==> src/rtl/ram_slot_arbiter_pkg.sv <==
// Shared slot-phase definitions for the RAM slot arbiter.
package ram_slot_arbiter_pkg;

  // One 8-phase frame, phase 7 is marked by ce2H.
  typedef logic [2:0] phase_t;

  localparam phase_t PHASE_LAST       = 3'd7;
  localparam phase_t VID_SLOT_DEFAULT = 3'd0;
  localparam phase_t CPU_SLOT_DEFAULT = 3'd4;

  function automatic phase_t phase_next(input phase_t p);
    return p + 3'd1;
  endfunction

endpackage

==> src/rtl/ram_slot_arbiter_slot_phase_counter.sv <==
// Free-running 3-bit slot phase, re-aligned by ce2H, plus the phase_ok flag
// that gates all RAM traffic until the first alignment strobe is seen.
module ram_slot_arbiter_slot_phase_counter
  import ram_slot_arbiter_pkg::*;
(
  input  logic   i_clk,
  input  logic   i_reset_n,
  input  logic   i_ce2h,
  output phase_t o_phase,
  output logic   o_phase_ok
);

  phase_t r_phase;
  logic   r_phase_ok;

  // Phase 0 always follows the ce2H cycle, even when it arrives off-phase.
  always_ff @(posedge i_clk) begin
    if (!i_reset_n) begin
      r_phase    <= '0;
      r_phase_ok <= 1'b0;
    end else if (i_ce2h) begin
      r_phase    <= '0;
      r_phase_ok <= 1'b1;
    end else begin
      r_phase    <= phase_next(r_phase);
    end
  end

  assign o_phase    = r_phase;
  assign o_phase_ok = r_phase_ok;

endmodule

==> src/rtl/ram_slot_arbiter.sv <==
// Fixed-slot arbiter sharing one synchronous RAM between a video fetcher and
// a CPU port. Each owner gets one dedicated phase per 8-clock frame, so the
// two never contend; the RAM-side address/strobe are driven in the slot cycle
// and the read data is forwarded to the owner in the following cycle.
module ram_slot_arbiter
  import ram_slot_arbiter_pkg::*;
#(
  parameter int AW       = 16,
  parameter int DW       = 8,
  parameter int VID_SLOT = int'(VID_SLOT_DEFAULT),
  parameter int CPU_SLOT = int'(CPU_SLOT_DEFAULT)
) (
  input  logic          i_clk,
  input  logic          i_reset_n,
  input  logic          i_ce2h,
  input  logic          i_cpu_req,
  input  logic          i_cpu_we,
  input  logic [AW-1:0] i_cpu_addr,
  input  logic [DW-1:0] i_cpu_din,
  output logic          o_cpu_ack,
  output logic [DW-1:0] o_cpu_dout,
  input  logic          i_vid_req,
  input  logic [AW-1:0] i_vid_addr,
  output logic          o_vid_valid,
  output logic [DW-1:0] o_vid_data,
  output logic          o_vid_overrun,
  output logic [AW-1:0] o_ram_addr,
  output logic          o_ram_we,
  output logic [DW-1:0] o_ram_din,
  input  logic [DW-1:0] i_ram_dout
);

  localparam phase_t VID_PH = phase_t'(VID_SLOT);
  localparam phase_t CPU_PH = phase_t'(CPU_SLOT);

  phase_t        w_phase;
  logic          w_phase_ok;
  logic          w_vid_issue;
  logic          w_cpu_issue;

  logic          r_vid_pend;
  logic [AW-1:0] r_vid_addr;
  logic          r_vid_overrun;
  logic          r_vid_valid;
  logic [DW-1:0] r_vid_data;
  logic          r_cpu_ack;
  logic          r_cpu_rd;
  logic [DW-1:0] r_cpu_dout;
  logic [AW-1:0] r_ram_addr;
  logic [DW-1:0] r_ram_din;

  ram_slot_arbiter_slot_phase_counter u_phase (
    .i_clk      (i_clk),
    .i_reset_n  (i_reset_n),
    .i_ce2h     (i_ce2h),
    .o_phase    (w_phase),
    .o_phase_ok (w_phase_ok)
  );

  // The ack guard keeps a request whose ack is still on the wire (possible
  // only after an off-phase re-alignment) from being issued twice.
  assign w_vid_issue = w_phase_ok && (w_phase == VID_PH) && r_vid_pend;
  assign w_cpu_issue = w_phase_ok && (w_phase == CPU_PH) && i_cpu_req && !r_cpu_ack;

  // RAM side is combinational in the slot so a request raised exactly at its
  // slot is served that cycle; outside slots the last address/data are held.
  assign o_ram_addr = w_vid_issue ? r_vid_addr :
                      w_cpu_issue ? i_cpu_addr : r_ram_addr;
  assign o_ram_we   = w_cpu_issue && i_cpu_we;
  assign o_ram_din  = w_cpu_issue ? i_cpu_din : r_ram_din;

  // Read data arrives one cycle after the slot; pass it through during the
  // completion pulse and keep it afterwards.
  assign o_cpu_ack     = r_cpu_ack;
  assign o_cpu_dout    = (r_cpu_ack && r_cpu_rd) ? i_ram_dout : r_cpu_dout;
  assign o_vid_valid   = r_vid_valid;
  assign o_vid_data    = r_vid_valid ? i_ram_dout : r_vid_data;
  assign o_vid_overrun = r_vid_overrun;

  // Slot bookkeeping: pending video latch, completion pulses, held RAM bus.
  always_ff @(posedge i_clk) begin
    if (!i_reset_n) begin
      r_vid_pend    <= 1'b0;
      r_vid_addr    <= '0;
      r_vid_overrun <= 1'b0;
      r_vid_valid   <= 1'b0;
      r_vid_data    <= '0;
      r_cpu_ack     <= 1'b0;
      r_cpu_rd      <= 1'b0;
      r_cpu_dout    <= '0;
      r_ram_addr    <= '0;
      r_ram_din     <= '0;
    end else begin
      r_ram_addr  <= o_ram_addr;
      r_ram_din   <= o_ram_din;
      r_cpu_ack   <= w_cpu_issue;
      r_cpu_rd    <= w_cpu_issue && !i_cpu_we;
      r_vid_valid <= w_vid_issue;

      if (r_cpu_ack && r_cpu_rd)
        r_cpu_dout <= i_ram_dout;
      if (r_vid_valid)
        r_vid_data <= i_ram_dout;

      // A new request may reuse the latch in the very cycle it issues;
      // otherwise a second request while pending is dropped and flagged.
      if (i_vid_req) begin
        if (r_vid_pend && !w_vid_issue) begin
          r_vid_overrun <= 1'b1;
        end else begin
          r_vid_pend <= 1'b1;
          r_vid_addr <= i_vid_addr;
        end
      end else if (w_vid_issue) begin
        r_vid_pend <= 1'b0;
      end
    end
  end

endmodule
==> config.mk <==
export PLATFORM = sky130hd
export DESIGN_NAME = ram_slot_arbiter
export DESIGN_NICKNAME = d
export VERILOG_FILES = /design/src/rtl/ram_slot_arbiter_pkg.sv /design/src/rtl/ram_slot_arbiter_slot_phase_counter.sv /design/src/rtl/ram_slot_arbiter.sv
export SDC_FILE = /design/constraint.sdc
export NUM_CORES = 1
export LEC_CHECK = 0
export CAP_MARGIN = 20
export CORE_MARGIN = 2
export CORE_UTILIZATION = 49
export CTS_CLUSTER_DIAMETER = 60
export CTS_CLUSTER_SIZE = 8
export DETAILED_ROUTE_END_ITERATION = 12
export GPL_TIMING_DRIVEN = 0
export PLACE_DENSITY = 0.86
export RECOVER_POWER = 25
export SLEW_MARGIN = 25
export SYNTH_ARGS = -nofsm -noshare
export SYNTH_HDL_FRONTEND = slang
export SYNTH_HIERARCHICAL = 1
export SYNTH_SLANG_ARGS = --single-unit
==> constraint.sdc <==
create_clock -name i_clk -period 5.36 [get_ports i_clk]
set_clock_uncertainty 0.05 [all_clocks]
set_input_delay 0.536 -clock i_clk [delete_from_list [all_inputs] [get_ports i_clk]]
set_output_delay 0.536 -clock i_clk [all_outputs]
set_load 0.02 [all_outputs]
==> flow_summary.json, run 1 <==
{
  "clk_pin_slew_ns": 0.06,
  "synth_edf_count": 0,
  "crit_fanout": 10,
  "die_h_um": 80.1,
  "start_util_pct": 51.2,
  "cap_violations": 0,
  "final.setup.tns_ns": 0,
  "worstPathRequired_ns": 4.77,
  "hold_buffers": 0,
  "row_count": 27,
  "antenna_cells": 0,
  "syn_inst": 312,
  "grt_antenna_before_repair": 0,
  "gr-total-overflow": 0,
  "routedWlPerCell_um": 16.0,
  "critPathKind": "in -> out",
  "dieArea_um2": 6410,
  "area_delta_synth_final_pct": 42.6,
  "post-synth-top-count-cell": "dfxtp_1",
  "r2r_slack_ns": 2.61,
  "ir_drop_uv": 201,
  "synth_seq_cells": 65,
  "cts_buffers": 9,
  "syn_area_per_cell_um2": 9.08,
  "worst_pin_slew_ns": 0.752,
  "finalSetupViolations": 0,
  "nets": 475,
  "min_period_over_period_pct": 67.1,
  "post_cts_resized": 0,
  "placed_area_um2": 3890,
  "arrival_ns": 3.01,
  "dieWidth_um": 80.1,
  "cts_root_buf": "clkbuf_8",
  "cts_sinks": 65,
  "cellPowerDensity_nw_per_um2": 267,
  "period_needed_ns": 3.59,
  "place.gp.congestion": 0.831,
  "slowest_delay_ns": 0.65,
  "drt-total-wl_um": 7940,
  "end_kind": "output pin",
  "startpoint_type": "input pin",
  "postCtsSetupRepairBufs": 0,
  "ant_nets": 0,
  "critPathBufInv": 4,
  "final_max_slew_viol_count": 0,
  "cts_tree": "yes",
  "slowest_stage": "clkdlybuf4s50_1",
  "yosys_warnings": 6,
  "path_delay_family": "buffers and inverters",
  "synth_nets": 367,
  "crit_top_cell": "clkbuf_1",
  "h-tree-depth": 3,
  "viasPerCell": 5.64,
  "clk_latency_ns": 0.34,
  "synth.area.top_cells": "dfxtp_1 (46%), mux2_2 (6.4%), mux2i_1 (5.7%)",
  "io_pins": 98,
  "fin_area_um2": 4040,
  "dp_hpwl_um": 5760,
  "grt_max_degree": 11,
  "dr.pass1.iters": 4,
  "grtUsageTotal_pct": 25.8,
  "final-hold-violation-count": 0,
  "ys_seq_area_share_pct": 45.9,
  "clk_path_buf_depth": 2,
  "remaining_drc_errors": 0,
  "syn_area_um2": 2830,
  "synth-main-ff-cell": "dfxtp_1",
  "worstPathCellList": "dlygate4sd3_1 -> and3b_1 -> clkbuf_1 -> clkbuf_1 -> nand3_1 -> a31oi_1 -> clkdlybuf4s50_1",
  "yosys-top-cells-count": "dfxtp_1 (65), nand2_1 (41), o21ai_0 (24)",
  "status": "completed",
  "synth_top_area_share_pct": 45.9,
  "max_slew_margin_pct": 49.9,
  "yosysTopAreaCell": "dfxtp_1",
  "vias": 2793,
  "hold_path.class": "reg -> reg",
  "drive_gt1_share_pct": 8.75,
  "grt_pass1_vias": 2752,
  "grt_pass1_wl_um": 12900,
  "io_buffers": 97,
  "leakage_nw": 1.55,
  "ys_types": 34,
  "rsz0062_at_grt": "no",
  "async_reset_ff_share_pct": 0,
  "fmax_mhz": 278,
  "coreArea_um2": 5540,
  "drt_iter0_drc": 165
}
## worst register-to-register path, delay by kind of cell, from the launching register on
| family | cells | cell delay [ns] |
|---|---|---|
| buffers and inverters | 3 | 1.27 |
| and+or+nand+nor | 1 | 0.58 |
| DFF | 1 | 0.34 |
| AOI/OAI and AO/OA | 1 | 0.19 |
| muxes | 1 | 0.26 |
## per-layer routing
metal | share of wire, % | track usage [%] | up-vias | routed length, um
met5 | 0 | 0 | - | 0
met4 | 2.2 | 11.2 | 0 | 175
met3 | 7.3 | 4.49 | 18 | 583
met2 | 50 | 44.6 | 122 | 3940
met1 | 41 | 31.5 | 1319 | 3250
li1 | - | - | 1334 | -
## where the power goes
group          internal, mW  switching (mW)
sequential            0.501         0.00901
clock                 0.220           0.182
combinational        0.0843          0.0836
total                 0.805           0.274
## placed cells by master, fill, tap and decap left out, types with 3 or more instances in the layout
master | synthesis | routed
mux2_2 | 16 | 16
o21ai_0 | 24 | 24
nand3_1 | 22 | 22
clkbuf_8 | 0 | 10
dlygate4sd3_1 | 0 | 4
nor2_1 | 6 | 6
a311oi_1 | 16 | 16
mux2i_1 | 16 | 16
nor3_1 | 17 | 17
and2_0 | 0 | 3
a21oi_1 | 9 | 9
nand2_1 | 41 | 41
and2_1 | 16 | 13
buf_6 | 5 | 3
clkinv_2 | 0 | 3
dfxtp_1 | 65 | 65
clkdlybuf4s50_1 | 0 | 93
a31oi_1 | 17 | 17
clkbuf_1 | 20 | 23
## state kept, by name, summed over array words and instances (netlist names)
| register | flops |
|---|---|
| o_cpu_ack | 1 |
| r_ram_addr | 16 |
| u_phase/o_phase_ok | 1 |
| r_cpu_dout | 8 |
| o_vid_overrun | 1 |
| r_vid_data | 8 |
| r_vid_addr | 16 |
| u_phase/o_phase | 3 |
| o_vid_valid | 1 |
| r_cpu_rd | 1 |
| r_vid_pend | 1 |
| r_ram_din | 8 |
## area by class of cell
| cell class | instances | area (um2) |
|---|---|---|
| Buffer | 28 | 129 |
| Clock buffer | 10 | 138 |
| Tap cell | 72 | 90.1 |
| Inverter | 3 | 11.3 |
| Fill cell | 453 | 1500 |
| Timing Repair Buffer | 97 | 971 |
| Clock inverter | 4 | 45.0 |
| Sequential cell | 65 | 1300 |
| Multi-Input combinational cell | 216 | 1360 |
## per-stage QoR
| step | hold slack (ns) | power, mW | cells | util [%] | setup slack [ns] |
|---|---|---|---|---|---|
| 3_5_place_dp | 0.399 | 0.691 | 481 | 70.3 | 1.92 |
| 2_1_floorplan | 0.385 | 0.604 | 312 | - | 3.04 |
| 4_1_cts | 0.411 | 1.08 | 495 | 73.6 | 1.86 |
| 6_report | 0.409 | 1.08 | 495 | 73.0 | 1.77 |
| 3_3_place_gp | 0.394 | 0.687 | 481 | 70.3 | 1.95 |
| 5_1_grt | 0.433 | 1.12 | 495 | 73.0 | 1.66 |
## kinds of logic (layout without fill, tap and decap cells)
family          after synthesis  in the layout  synth area share (%)
simple gates                114            114                  20.3
compound gates               68             68                  15.2
flops                        65             65                  45.9
mux                          32             32                  12.0
buf+inv                      31            142                  5.87
fa+ha+maj                     1              1                 0.441
xor+xnor                      1              1                 0.309
## final timing paths
path / from / to / depth (start not counted)
worst min-delay path: r_vid_addr[3] / r_vid_addr[3] / 2
worst max register to register: u_phase/o_phase[1] / r_vid_addr[7] / 6
worst min register to register: r_vid_addr[3] / r_vid_addr[3] / 2
worst max-delay path: i_cpu_req / o_ram_addr[5] / 7
Note: power is estimated with default switching activity, not from simulation.
==> inputs of run 2 (changes only) <==
Settings changed: CORE_UTILIZATION 49 to 41, PLACE_DENSITY 0.86 to 0.76.
Clock period 5.36 ns to 3.25 ns, I/O delays scaled along.
==> flow_summary.json, run 2 (synthesized netlist as in run 1, its figures left out) <==
{
  "status": "completed",
  "ir_drop_uv": 219,
  "viasPerCell": 5.42,
  "nets": 475,
  "layout_common_cells": "clkdlybuf4s50_1 (94), dfxtp_1 (65), nand2_1 (41), o21ai_0 (24), nand3_1 (22)",
  "clk_pin_slew_ns": 0.07,
  "worst_pin_slew_ns": 0.566,
  "switching_share_pct": 24.9,
  "rsz0062_at_grt": "no",
  "p_int_mw": 1.38,
  "coreArea_um2": 6760,
  "grt_pass1_vias": 2636,
  "rr_startpoint": "u_phase/o_phase[0]",
  "cap_violations": 0,
  "fmax_mhz": 318,
  "fillers": 605,
  "clk_path_buf_depth": 2,
  "cts_buffers": 9,
  "die_h_um": 87.1,
  "io_buffers": 97,
  "cts_tree": "yes",
  "period_needed_ns": 3.14,
  "comb_power_share_pct": 15.2,
  "cts_root_buf": "clkbuf_8",
  "drt-total-wl_um": 7680,
  "worstPathRequired_ns": 2.87,
  "r2r_cells": 6,
  "post_cts_resized": 0,
  "min_period_over_period_pct": 96.6,
  "pwr-share-seq_pct": 45.6,
  "worstReg2RegEnd": "r_vid_addr[11]",
  "top_regs": "r_ram_addr (16), r_vid_addr (16)",
  "dr.pass1.iters": 4,
  "final_max_slew_viol_count": 0,
  "crit_fanout": 10,
  "final-hold-violation-count": 0,
  "place.gp.congestion": 0.853,
  "ant_nets": 0,
  "grt_max_degree": 12,
  "multiInputGateArea_um2": 1360,
  "remaining_drc_errors": 0,
  "r2r_slack_ns": 1.06,
  "critPathKind": "reg -> out",
  "hold_path_depth": 2,
  "gr-total-overflow": 0,
  "leakage_nw": 1.57,
  "vias": 2737,
  "power.clock.fraction_pct": 39.2,
  "min_from": "r_vid_addr[5]",
  "final_core_util_pct": 60.7,
  "area_delta_synth_final_pct": 44.6,
  "grtUsageTotal_pct": 20.4,
  "dieWidth_um": 87.1,
  "end_kind": "output pin",
  "grt_pass1_wl_um": 12000,
  "hold_end": "r_vid_addr[5]",
  "start_util_pct": 41.9,
  "antenna_cells": 0,
  "finalSetupViolations": 0,
  "hold_buffers": 0,
  "clk_latency_ns": 0.34,
  "mostFrequentLayoutCell": "clkdlybuf4s50_1",
  "switchingPower_mw": 0.458,
  "cts_sinks": 65,
  "h-tree-depth": 3,
  "row_count": 30,
  "cellPowerDensity_nw_per_um2": 449,
  "drive_gt1_share_pct": 8.94,
  "startpoint_type": "flip-flop",
  "grt_antenna_before_repair": 0,
  "max_slew_margin_pct": 62.3,
  "final.setup.tns_ns": 0,
  "arrival_ns": 2.77,
  "final-seq-area_um2": 1300,
  "drt_iter0_drc": 163,
  "postCtsSetupRepairBufs": 0,
  "dp_hpwl_um": 5620,
  "dieArea_um2": 7590,
  "routedWlPerCell_um": 15.2,
  "hold_path.class": "reg -> reg",
  "io_pins": 98
}
run 2: changes by cell type in the layout (fill, tap and decap cells not counted), sizes merged:
cell           delta
clkbuf            +1
clkdlybuf4s50     +1
clkinvlp          +2
buf               +1
dlygate4sd3       -1
clkinv            -2
run 2: worst max-delay path by stage:
stage	from	to	slack, ns	cells after the start
final	u_phase/o_phase[0]	o_ram_addr[14]	0.11	6
after CTS	i_cpu_req	o_ram_addr[14]	0.18	7
after floorplan	u_phase/o_phase[1]	o_ram_addr[10]	1.14	5
after global placement	i_cpu_req	o_ram_addr[14]	0.20	7
after detailed placement	i_cpu_req	o_ram_addr[14]	0.18	7
after global routing	u_phase/o_phase[0]	o_ram_addr[6]	0.01	6
run 2: layout make-up:
type | instances | share of cell area [%]
Inverter | 3 | 0.275
Sequential cell | 65 | 31.7
Clock inverter | 4 | 1.22
Multi-Input combinational cell | 216 | 33.1
Tap cell | 80 | 2.44
Timing Repair Buffer | 97 | 23.7
Clock buffer | 12 | 4.03
Buffer | 28 | 3.48
run 2: per-stage QoR:
| stage | cell area, um2 | cells | worst slack, ns | hold slack (ns) | total power, mW |
|---|---|---|---|---|---|
| 2_1_floorplan | 2830 | 312 | 1.14 | 0.354 | 0.997 |
| 3_3_place_gp | 3910 | 489 | 0.197 | 0.395 | 1.14 |
| 3_5_place_dp | 3910 | 489 | 0.179 | 0.398 | 1.14 |
| 4_1_cts | 4120 | 505 | 0.180 | 0.412 | 1.86 |
| 5_1_grt | 4100 | 505 | 0.0135 | 0.423 | 1.92 |
| 6_report | 4100 | 505 | 0.109 | 0.411 | 1.84 |
run 2: layer usage:
layer / global-route usage, % / vias to the layer above / wire, um
li1: - / 1338 / -
met1: 25.5 / 1272 / 3410
met2: 33.4 / 102 / 3620
met3: 3.51 / 25 / 429
met4: 10.9 / 0 / 221
met5: 0 / - / 0
run 2: worst max-delay path: stages (launching register included):
cell,delay [ns]
dfxtp_1,0.36
or4b_1,0.56
or2_0,0.22
clkbuf_1,0.18
buf_2,0.24
a31oi_1,0.22
clkdlybuf4s50_1,0.65
run 2: power by group through the flow:
stage / combinational (mW) / sequential [mW] / clock [mW]
finish: 0.280 / 0.841 / 0.721
floorplan: 0.141 / 0.855 / 0
CTS: 0.285 / 0.840 / 0.733
global route: 0.300 / 0.843 / 0.774
detailed placement: 0.283 / 0.858 / 0
global placement: 0.279 / 0.857 / 0
==> inputs of run 3 (changes only) <==
Settings changed: CORE_UTILIZATION 41 to 35, PLACE_DENSITY 0.76 to 0.67.
==> flow_summary.json, run 3 (synthesized netlist as in run 1, its figures left out) <==
{
  "grt_max_degree": 11,
  "path_delay_family": "buffers and inverters",
  "nets": 475,
  "cts_buffers": 9,
  "fin_ws_ns": 0.195,
  "fmax_mhz": 327,
  "h-tree-depth": 3,
  "hold_buffers": 0,
  "drt-total-wl_um": 8000,
  "cts_root_buf": "clkbuf_8",
  "critPathKind": "reg -> out",
  "drt_iter0_drc": 107,
  "area_delta_synth_final_pct": 45.4,
  "clk_pin_slew_ns": 0.07,
  "arrival_ns": 2.68,
  "ant_nets": 0,
  "period_needed_ns": 3.06,
  "mostFrequentLayoutCell": "clkdlybuf4s50_1",
  "dr.pass1.iters": 4,
  "slowest_stage": "clkdlybuf4s50_1",
  "worstPathCellList": "or4b_1 -> or2_0 -> buf_6 -> buf_2 -> a31oi_1 -> clkdlybuf4s50_1",
  "hold_path.class": "reg -> reg",
  "crit_fanout": 10,
  "critPathBufInv": 3,
  "finalSetupViolations": 0,
  "final-hold-violation-count": 0,
  "viasPerCell": 5.07,
  "final.setup.tns_ns": 0,
  "row_count": 32,
  "grt_antenna_before_repair": 0,
  "cts_sinks": 65,
  "top_regs": "r_ram_addr (16), r_vid_addr (16)",
  "routedWlPerCell_um": 15.2,
  "final_max_slew_viol_count": 0,
  "clk_path_buf_depth": 2,
  "slowest_delay_ns": 0.64,
  "vias": 2672,
  "ir_drop_uv": 270,
  "remaining_drc_errors": 0,
  "dieArea_um2": 8830,
  "layout_common_cells": "clkdlybuf4s50_1 (93), dfxtp_1 (65), nand2_1 (41), o21ai_0 (24), nand3_1 (22)",
  "end_kind": "output pin",
  "cap_violations": 0,
  "io_pins": 98,
  "leakage_nw": 1.60,
  "status": "completed",
  "drive_gt1_share_pct": 9.65,
  "startpoint_type": "flip-flop",
  "dieWidth_um": 94.0,
  "dp_hpwl_um": 5920,
  "clk_latency_ns": 0.33,
  "max_slew_margin_pct": 61.9,
  "rsz0062_at_grt": "no",
  "fillers": 749,
  "min_period_over_period_pct": 94.0,
  "start_util_pct": 36.5,
  "grtUsageTotal_pct": 18.9,
  "grt_pass1_vias": 2643,
  "fin_hold_ws_ns": 0.412,
  "power_mw": 1.80,
  "grt_pass1_wl_um": 12900,
  "antenna_cells": 0,
  "cellPowerDensity_nw_per_um2": 436,
  "place.gp.congestion": 0.836,
  "die_h_um": 94.0,
  "io_buffers": 97,
  "final_core_util_pct": 53.1,
  "gr-total-overflow": 0,
  "coreArea_um2": 7770,
  "worstPathRequired_ns": 2.87,
  "worst_pin_slew_ns": 0.572,
  "cts_tree": "yes",
  "dp_slack_ns": 0.126
}
run 3: changes by cell type in the layout (fill, tap and decap cells not counted), moves of 2 or more:
| cell | before | now |
|---|---|---|
| clkbuf_8 | 12 | 10 |
| clkbuf_1 | 20 | 18 |
| clkbuf_2 | 2 | 5 |
| clkinvlp_4 | 2 | 0 |
| buf_6 | 3 | 5 |
run 3: stage by stage:
stage	cells	area [um2]
global route	527	4120
global placement	511	3930
floorplan	312	2830
finish	527	4120
detailed placement	511	3930
CTS	527	4120
run 3: timing repair:
action | 4_1_cts | 5_1_grt
endpoints found under the setup margin | 0 | 7
buffers inserted | 0 | 0
resized for setup | 0 | 11
run 3: worst reg2reg max path: cells and delay by family (launching register included):
| family | cells | cell delay, ns |
|---|---|---|
| and+or+nand+nor | 2 | 0.87 |
| DFF | 1 | 0.34 |
| AOI/OAI and AO/OA | 1 | 0.08 |
| buffers and inverters | 2 | 0.44 |
run 3: layout make-up:
class / instances / area (um2) / share of cell area (%)
buffer: 28 / 161 / 3.92
timing repair buffer: 97 / 973 / 23.6
tap: 102 / 128 / 3.10
clock buffer: 13 / 149 / 3.61
sequential: 65 / 1300 / 31.6
inverter: 3 / 11.3 / 0.273
clock inverter: 3 / 40.0 / 0.971
multi-input combinational: 216 / 1360 / 32.9
run 3: per-layer routing:
| metal | GRT usage [%] | vias to the layer above | wire length [um] |
|---|---|---|---|
| met5 | 0 | - | 0 |
| li1 | - | 1339 | - |
| met4 | 6.40 | 0 | 106 |
| met2 | 30.7 | 84 | 3740 |
| met1 | 24.5 | 1238 | 3710 |
| met3 | 4.49 | 11 | 445 |
run 3: report_power, final:
part / internal, mW / switching (mW) / leakage (nW)
registers: 0.826 / 0.0143 / 0.529
logic: 0.144 / 0.139 / 0.973
clock network: 0.374 / 0.298 / 0.0974
total: 1.34 / 0.452 / 1.60
run 3: path summary, 6_finish.rpt:
path | startpoint | endpoint | slack (ns) | cells past startpoint
hold reg to reg | r_vid_addr[14] | r_vid_addr[14] | 0.41 | 2
hold / removal | r_vid_addr[14] | r_vid_addr[14] | 0.41 | 2
setup / recovery | u_phase/o_phase[1] | o_ram_addr[9] | 0.19 | 6
setup reg to reg | u_phase/o_phase[1] | r_ram_addr[8] | 1.33 | 5
